==> config.mk <==
export PLATFORM = sky130hd
export DESIGN_NAME = map_hud_drawer
export DESIGN_NICKNAME = d
export VERILOG_FILES = /design/src/rtl/map_hud_drawer.sv
export SDC_FILE = /design/constraint.sdc
export NUM_CORES = 1
export LEC_CHECK = 0
export CORE_MARGIN = 2
export CORE_UTILIZATION = 55
export DETAILED_ROUTE_END_ITERATION = 7
export GPL_TIMING_DRIVEN = 0
export PLACE_DENSITY = 0.94
export SLEW_MARGIN = 20
export SYNTH_ARGS = -nofsm -noshare
export SYNTH_HDL_FRONTEND = slang
export SYNTH_SLANG_ARGS = --single-unit
==> constraint.sdc <==
create_clock -name clock_i -period 10.4 [get_ports clock_i]
set_clock_uncertainty 0.05 [all_clocks]
set_input_delay 2.08 -clock clock_i [delete_from_list [all_inputs] [get_ports clock_i]]
set_output_delay 2.08 -clock clock_i [all_outputs]
set_load 0.02 [all_outputs]
==> src/rtl/map_hud_drawer.sv <==
// Streams a selected background map or the HUD strip (with health-bar overlay)
// from on-chip ROMs into VGA adapter memory, one pixel per clock.
module map_hud_drawer #(
  parameter int unsigned MAP_W    = 320,
  parameter int unsigned MAP_H    = 192,
  parameter int unsigned HUD_H    = 48,
  parameter int unsigned NUM_MAPS = 4,
  parameter int unsigned COLOUR_W = 3,
  parameter int unsigned BAR_X0   = 16,
  parameter int unsigned BAR_Y0   = 8,
  parameter int unsigned BAR_H    = 8,
  parameter int unsigned BAR_STEP = 8,
  parameter int unsigned HEALTH_W = 4,
  parameter logic [COLOUR_W-1:0] BAR_COLOUR = 3'b100,
  localparam int unsigned SEL_W  = (NUM_MAPS > 1) ? $clog2(NUM_MAPS) : 1,
  localparam int unsigned MAP_AW = $clog2(NUM_MAPS * MAP_W * MAP_H),
  localparam int unsigned HUD_AW = $clog2(MAP_W * HUD_H)
) (
  input  logic                clock_i,
  input  logic                reset_i,
  input  logic                draw_map_i,
  input  logic                draw_hud_i,
  input  logic [SEL_W-1:0]    map_sel_i,
  input  logic [HEALTH_W-1:0] health_i,
  output logic [MAP_AW-1:0]   map_rom_addr_o,
  input  logic [COLOUR_W-1:0] map_rom_data_i,
  output logic [HUD_AW-1:0]   hud_rom_addr_o,
  input  logic [COLOUR_W-1:0] hud_rom_data_i,
  output logic [8:0]          x_pos_o,
  output logic [7:0]          y_pos_o,
  output logic [COLOUR_W-1:0] colour_o,
  output logic                vga_write_o,
  output logic                busy_o,
  output logic                draw_map_done_o,
  output logic                draw_hud_done_o
);

  typedef enum logic [1:0] {StIdle, StMap, StHud, StFlush} state_e;

  state_e                state_q, state_d;
  logic [8:0]            x_q, x_d;
  logic [7:0]            y_q, y_d;
  logic [SEL_W-1:0]      sel_q, sel_d;
  logic [HEALTH_W-1:0]   health_q, health_d;
  logic                  map_pend_q, map_pend_d;
  logic                  hud_pend_q, hud_pend_d;
  logic                  kind_map_q, kind_map_d;
  logic                  wr_q, wr_d;
  logic                  src_map_q, src_map_d;
  logic                  bar_q, bar_d;
  logic [8:0]            px_q, px_d;
  logic [7:0]            py_q, py_d;
  logic                  map_done_q, map_done_d;
  logic                  hud_done_q, hud_done_d;

  logic                  scanning;
  logic [SEL_W-1:0]      sel_clamped;
  logic [31:0]           rows_last;

  assign scanning    = (state_q == StMap) || (state_q == StHud);
  assign sel_clamped = (32'(map_sel_i) >= NUM_MAPS) ? SEL_W'(NUM_MAPS - 1) : map_sel_i;
  assign rows_last   = (state_q == StMap) ? MAP_H - 1 : HUD_H - 1;

  always_comb begin
    state_d    = state_q;
    x_d        = x_q;
    y_d        = y_q;
    sel_d      = sel_q;
    health_d   = health_q;
    kind_map_d = kind_map_q;
    map_pend_d = map_pend_q | draw_map_i;
    hud_pend_d = hud_pend_q | draw_hud_i;
    unique case (state_q)
      StIdle: begin
        if (map_pend_q || draw_map_i) begin
          state_d    = StMap;
          map_pend_d = 1'b0;
          sel_d      = sel_clamped;
          kind_map_d = 1'b1;
          x_d        = '0;
          y_d        = '0;
        end else if (hud_pend_q || draw_hud_i) begin
          state_d    = StHud;
          hud_pend_d = 1'b0;
          health_d   = health_i;
          kind_map_d = 1'b0;
          x_d        = '0;
          y_d        = '0;
        end
      end
      StMap, StHud: begin
        if (32'(x_q) == MAP_W - 1) begin
          x_d = '0;
          if (32'(y_q) == rows_last) state_d = StFlush;
          else y_d = y_q + 8'd1;
        end else begin
          x_d = x_q + 9'd1;
        end
      end
      StFlush: state_d = StIdle;
      default: state_d = StIdle;
    endcase
  end

  // Pixel pipeline stage: aligns coordinates/overlay with the 1-cycle ROM latency.
  // Range checks use unsigned wrap-around so below-range values fail the compare.
  always_comb begin
    wr_d       = scanning;
    src_map_d  = (state_q == StMap);
    px_d       = x_q;
    py_d       = (state_q == StHud) ? 8'(MAP_H + 32'(y_q)) : y_q;
    bar_d      = (state_q == StHud) &&
                 ((32'(y_q) - BAR_Y0) < BAR_H) &&
                 ((32'(x_q) - BAR_X0) < 32'(health_q) * BAR_STEP);
    map_done_d = (state_q == StFlush) && kind_map_q;
    hud_done_d = (state_q == StFlush) && !kind_map_q;
  end

  always_ff @(posedge clock_i or posedge reset_i) begin
    if (reset_i) begin
      state_q    <= StIdle;
      x_q        <= '0;
      y_q        <= '0;
      sel_q      <= '0;
      health_q   <= '0;
      map_pend_q <= 1'b0;
      hud_pend_q <= 1'b0;
      kind_map_q <= 1'b0;
      wr_q       <= 1'b0;
      src_map_q  <= 1'b0;
      bar_q      <= 1'b0;
      px_q       <= '0;
      py_q       <= '0;
      map_done_q <= 1'b0;
      hud_done_q <= 1'b0;
    end else begin
      state_q    <= state_d;
      x_q        <= x_d;
      y_q        <= y_d;
      sel_q      <= sel_d;
      health_q   <= health_d;
      map_pend_q <= map_pend_d;
      hud_pend_q <= hud_pend_d;
      kind_map_q <= kind_map_d;
      wr_q       <= wr_d;
      src_map_q  <= src_map_d;
      bar_q      <= bar_d;
      px_q       <= px_d;
      py_q       <= py_d;
      map_done_q <= map_done_d;
      hud_done_q <= hud_done_d;
    end
  end

  assign map_rom_addr_o = (state_q == StMap) ?
      MAP_AW'(32'(sel_q) * MAP_W * MAP_H + 32'(y_q) * MAP_W + 32'(x_q)) : '0;
  assign hud_rom_addr_o = (state_q == StHud) ? HUD_AW'(32'(y_q) * MAP_W + 32'(x_q)) : '0;

  assign vga_write_o     = wr_q;
  assign x_pos_o         = wr_q ? px_q : '0;
  assign y_pos_o         = wr_q ? py_q : '0;
  assign colour_o        = !wr_q ? '0 : bar_q ? BAR_COLOUR :
                           src_map_q ? map_rom_data_i : hud_rom_data_i;
  assign busy_o          = (state_q != StIdle) || map_done_q || hud_done_q;
  assign draw_map_done_o = map_done_q;
  assign draw_hud_done_o = hud_done_q;

endmodule

# Word-level counts from Yosys, hierarchy flattened
# Index checks and enable logic that the tools add are counted.
# word_totals
regBits	50
input_bits	16
out_inout_bits	56
wordCells	91
# classes
n_addsub	8
multipliers	3
magnitude_cmp	2
n_eq_ne	9
mux	30
bitwise_logic	3
reduce_logical	21
# ops
op	count
2-to-1 mux 8 bit	7
2-to-1 mux 9 bit	4
< comparator 32 x 4 -> 1 bit (second input constant)	1
< comparator 32 x 7 -> 1 bit	1
adder 18 x 17 -> 18 bit	1
adder 18 x 9 -> 18 bit	1
2-to-1 mux 18 bit	1
case mux 9 bit (2 select lines)	1
case mux 8 bit (2 select lines)	1
adder 14 x 9 -> 14 bit	1
2-to-1 mux 14 bit	1
multiplier 8 x 3 -> 11 bit (second input constant)	1
subtractor 9 x 5 -> 10 bit (second input constant)	1
adder 9 x 1 -> 9 bit (second input constant)	1
equality test 9 bit (second input constant)	1
2-to-1 mux 3 bit	3
subtractor 8 x 4 -> 9 bit (second input constant)	1
adder 8 x 1 -> 8 bit (second input constant)	1
adder 8 bit (first input constant)	1
equality test 8 bit	1
2-to-1 mux 2 bit	4
2-to-1 mux 1 bit	7
multiplier 5 x 2 -> 6 bit (second input constant)	1
inequality test 2 bit (second input constant)	3
other kinds (16)	30

# Longest topological paths before layout
# logic_depth
ltp_word	6
ltp_mapped	15

# Least setup slack after synthesis
# No wires, ideal clock.
# synth_timing
kind	register to output
startpoint	register y_q[1]
endpoint	output map_rom_addr_o[17]
arrival_time_ps	3258
required_time_ps	8270
setup_slack_ps	5012
stages_incl_launch_ff	13
cell_sequence	dfrtp_1 > ha_1 > ha_1 > inv_1 > fa_1 > nand2b_1 > a21oi_1 > xor2_1 > ha_1 > a21o_1 > a21oi_1 > o21ai_0 > o21ai_0
# synth_between
elab_chain_cells	4
# synth_rtl
item	line	source
from (decl)	42	logic [7:0] y_q, y_d;
from (signal assigned)	139	y_q <= y_d;
multiplier 8 x 3 -> 11 bit	--	
adder 18 x 17 -> 18 bit	156	MAP_AW'(32'(sel_q) * MAP_W * MAP_H + 32'(y_q) * MAP_W + 32'(x_q)) : '0;
adder 18 x 9 -> 18 bit	156	
2-to-1 mux 18 bit	155	assign map_rom_addr_o = (state_q == StMap) ?
to (decl)	25	output logic [MAP_AW-1:0] map_rom_addr_o,
# No other way between the ends.

# Worst setup path in the final report
# layout_timing
startpoint	register y_q[1]
endpoint	output map_rom_addr_o[15]
# The elaborated chain is that of the path after synthesis.

==> results.sh <==
export IMPL_root_buffer="clkbuf_8"
export IMPL_cts_sinks=50
export IMPL_outcome="complete, no violations"
export IMPL_layout_commonest_cell="clkdlybuf4s50_1"
export IMPL_switching_power_as_a_share_of_total_power_pct=41.5
export IMPL_syn_num_nets=414
export IMPL_fp_dieArea_um2=6850
export IMPL_fp_coreArea_um2=5960
export IMPL_critical_path_top_delay_family="adder cells"
export IMPL_worst_r2r_setup_slack_ps=7930
export IMPL_totalNegativeSetupSlack_ps=0
export IMPL_fin_util_pct=73.0
export IMPL_htree_levels=2
export IMPL_synth_seq_cells=50
export IMPL_die_height_um=82.8
export IMPL_final_period_minus_worst_setup_slack_ps=6440
export IMPL_layout_drive_gt1_share_pct=4.56
export IMPL_area_growth_synth_to_final_pct=27.4
export IMPL_min_path_type="flop to flop"
export IMPL_fin_nets=493
export IMPL_pwr_share_clk_pct=16.9
export IMPL_drtPass1Iterations=4
export IMPL_routed_via_density=5.66
export IMPL_groute_usage_overall_pct=23.8
export IMPL_final_hold_viol_count=0
export IMPL_grt_overflow_total=0
export IMPL_yosys_area_top_type_share_pct=36.7
export IMPL_grt_max_degree=30
export IMPL_post_cts_repair_setup_buffers=0
export IMPL_timing_critical_path_cells="ha_1, ha_1, inv_1, fa_1, nand2b_1, a21oi_1, xor2_1, ha_1, a21o_1, a21oi_1, o21ai_0, xor2_1, and2_1, clkdlybuf4s50_1"
export IMPL_ys_async_sr_fraction_pct=100
export IMPL_layout_common_cells="clkdlybuf4s50_1, dfrtp_1, and2_1"
export IMPL_fp_dieW_um=82.8
export IMPL_setup_worst_path_class="flop to primary output"
export IMPL_num_vias=2910
export IMPL_num_fill_cells=427
export IMPL_postSynth_topFlopCell="dfrtp_1"
export IMPL_sequentialPowerShare_pct=33.6
export IMPL_start_util_pct=57.3
export IMPL_hold_buffers=0
export IMPL_post_cts_resized_instances=0
export IMPL_timing_critical_path_slowest_cell_delay_ps=590
export IMPL_fp_row_count=28
export IMPL_setup_slack_ps=3960
export IMPL_antenna_left=0
export IMPL_drc=0
export IMPL_placement_io_buffers=71
export IMPL_dp_hpwl_um=5830
export IMPL_number_of_antenna_violations_at_the_first_check_in_global_routing=0
export IMPL_tightestPinTransition_ps=598
export IMPL_timing_fmax_mhz=155
export IMPL_p_switching_w=0.000338
export IMPL_tritoncts="done"
export IMPL_clock_insertion_delay_worst_skew_ps=310
export IMPL_number_of_enable_flip_flop_cells_after_synthesis=0
export IMPL_critical_path_peak_fanout=7
export IMPL_setup_worst_path_start_class="flop"
export IMPL_synth_cells=359
export IMPL_wl_per_cell_um=15.1
export IMPL_crit_path_top_delay_cell="clkdlybuf4s50_1"
export IMPL_multi_input_area_um2=2040
export IMPL_cts_clk_slew_worst_paths_ps=90
export IMPL_synth_lib_cells_used_distinct=53
export IMPL_grt_pass1_wl_um=12500
export IMPL_cap_violations=0
export IMPL_wl_um=7780
export IMPL_lkg_pwr_nw=2.00
export IMPL_vdd_ir_drop_worst_uv=164
export IMPL_worst_setup_path_end_kind="primary output"
export IMPL_timing_critical_path_required_ps=8270
export IMPL_rel_slew_slack_pct=60.0
export IMPL_final_setup_viol_count=0
export IMPL_synth_yosys_warnings=0
export IMPL_final_min_period_over_clock_period_pct=61.9
export IMPL_cts_path_max_buffers=2
export IMPL_crit_arrival_ps=4310
export IMPL_critPathBufInv=2
export IMPL_yosysSeqAreaShare_pct=36.7
export IMPL_share_comb_of_total_power_pct=49.5
export IMPL_power_internal_w=0.000476
export IMPL_avgSynthCellArea_um2=9.51
export IMPL_sequential_cell_area_um2=1250
export IMPL_finalMaxSlewViolations=0
export IMPL_cts_inserted_buffers=5
export IMPL_design_portCount=72
export IMPL_gpl_final_weighted_congestion=0.869
export IMPL_drtIter0Drc=222
export IMPL_synth_largest_area_cell="dfrtp_1"
export IMPL_synth_top_cells_by_area="dfrtp_1, ha_1, and2_1, xor2_1, xnor2_1"
export IMPL_grt_setup_unrepaired="false"
export IMPL_syn_area_um2=3410
export IMPL_crit_path_frequent_cell="ha_1"
export IMPL_cellPowerDensity_nw_per_um2=187
export IMPL_preCtsSetupSlack_ps=4350
export IMPL_num_antenna_cells=0
export IMPL_grt_pass1_vias=2780
## final timing paths
path                                   startpoint                   endpoint  cells after the start
min in group asynchronous                 reset_i          px_q[5]$_DFF_PP0_                      2
hold reg to reg            kind_map_q$_DFFE_PP0P_  draw_hud_done_o$_DFF_PP0_                      1
hold / removal             kind_map_q$_DFFE_PP0P_  draw_hud_done_o$_DFF_PP0_                      1
max in group asynchronous                 reset_i        px_d[8]$_DFFE_PP0P_                      3
setup / recovery               y_q[1]$_DFFE_PP0P_         map_rom_addr_o[15]                     14
setup reg to reg           state_q[0]$_DFFE_PP0P_        px_d[7]$_DFFE_PP0P_                      8
## power groups by stage
| stage | logic (W) | clock network, W | registers (W) |
|---|---|---|---|
| floorplan | 0.000257 | 0 | 0.000270 |
| global placement | 0.000382 | 0 | 0.000274 |
| detailed placement | 0.000397 | 0 | 0.000277 |
| CTS | 0.000403 | 0.000138 | 0.000274 |
| global route | 0.000440 | 0.000147 | 0.000280 |
| finish | 0.000403 | 0.000138 | 0.000274 |
## cell usage after synthesis, drive strengths merged, types with 3 or more instances
| master | instances |
|---|---|
| o21a | 5 |
| nand2b | 6 |
| or4 | 3 |
| inv | 23 |
| nor2b | 5 |
| nor2 | 24 |
| mux2i | 4 |
| a21oi | 15 |
| a21o | 4 |
| o211ai | 3 |
| o31ai | 3 |
| xor2 | 15 |
| nand3 | 11 |
| and2 | 48 |
| clkbuf | 6 |
| ha | 37 |
| nand2 | 22 |
| or3 | 3 |
| nand4 | 6 |
| dfrtp | 50 |
| o21ai | 17 |
| xnor2 | 11 |
| mux2 | 4 |
| and3 | 4 |
## worst register-to-register path, delay by kind of cell, from the launching register on
kind | cells | cell delay [ps]
compound gates | 2 | 590
xor+xnor | 1 | 140
fa+ha+maj | 1 | 330
buf+inv | 2 | 460
flops | 1 | 460
simple gates | 2 | 310
## sequential cells by signal, summed over array words and instances, names as in the netlist, 2 cells and up
name / count
px_d: 9
state_q: 2
py_q: 8
sel_q: 2
health_q: 4
px_q: 9
y_q: 8
## area by class of cell
type | instances | area share, %
flip-flops and latches | 50 | 28.8
inverters | 23 | 1.99
multi-input cells | 279 | 47.0
clock buffers | 6 | 1.67
plain buffers | 7 | 0.777
well taps | 75 | 2.16
clock inverters | 2 | 0.863
repair buffers | 72 | 16.8
## per-layer routing
metal	up-vias	share of wire (%)	global-route usage, %
met5	-	0	0
met4	0	1.9	7.54
met3	17	5.3	3.35
met2	92	51	42.6
met1	1401	42	29.7
li1	1400	-	-
## kinds of logic (layout without fill, tap and decap cells)
logic type	after synthesis	after routing	synth area share, %
xor gates and xnor gates	26	26	6.67
AOI/OAI and AO/OA	65	65	12.6
adders and majority gates	39	39	14.7
DFF	50	50	36.7
and+or+nand+nor	141	141	23.4
buffers and inverters	30	110	3.52
muxes	8	8	2.49
## metrics by stage
stage / cells / power [W] / area, um^2 / hold slack [ps]
finish: 514 / 0.000814 / 4350 / 404
CTS: 514 / 0.000814 / 4350 / 410
global route: 514 / 0.000868 / 4350 / 431
floorplan: 359 / 0.000526 / 3410 / 366
global placement: 505 / 0.000656 / 4220 / 377
detailed placement: 506 / 0.000674 / 4240 / 395
(Power assumes the default switching activity.)
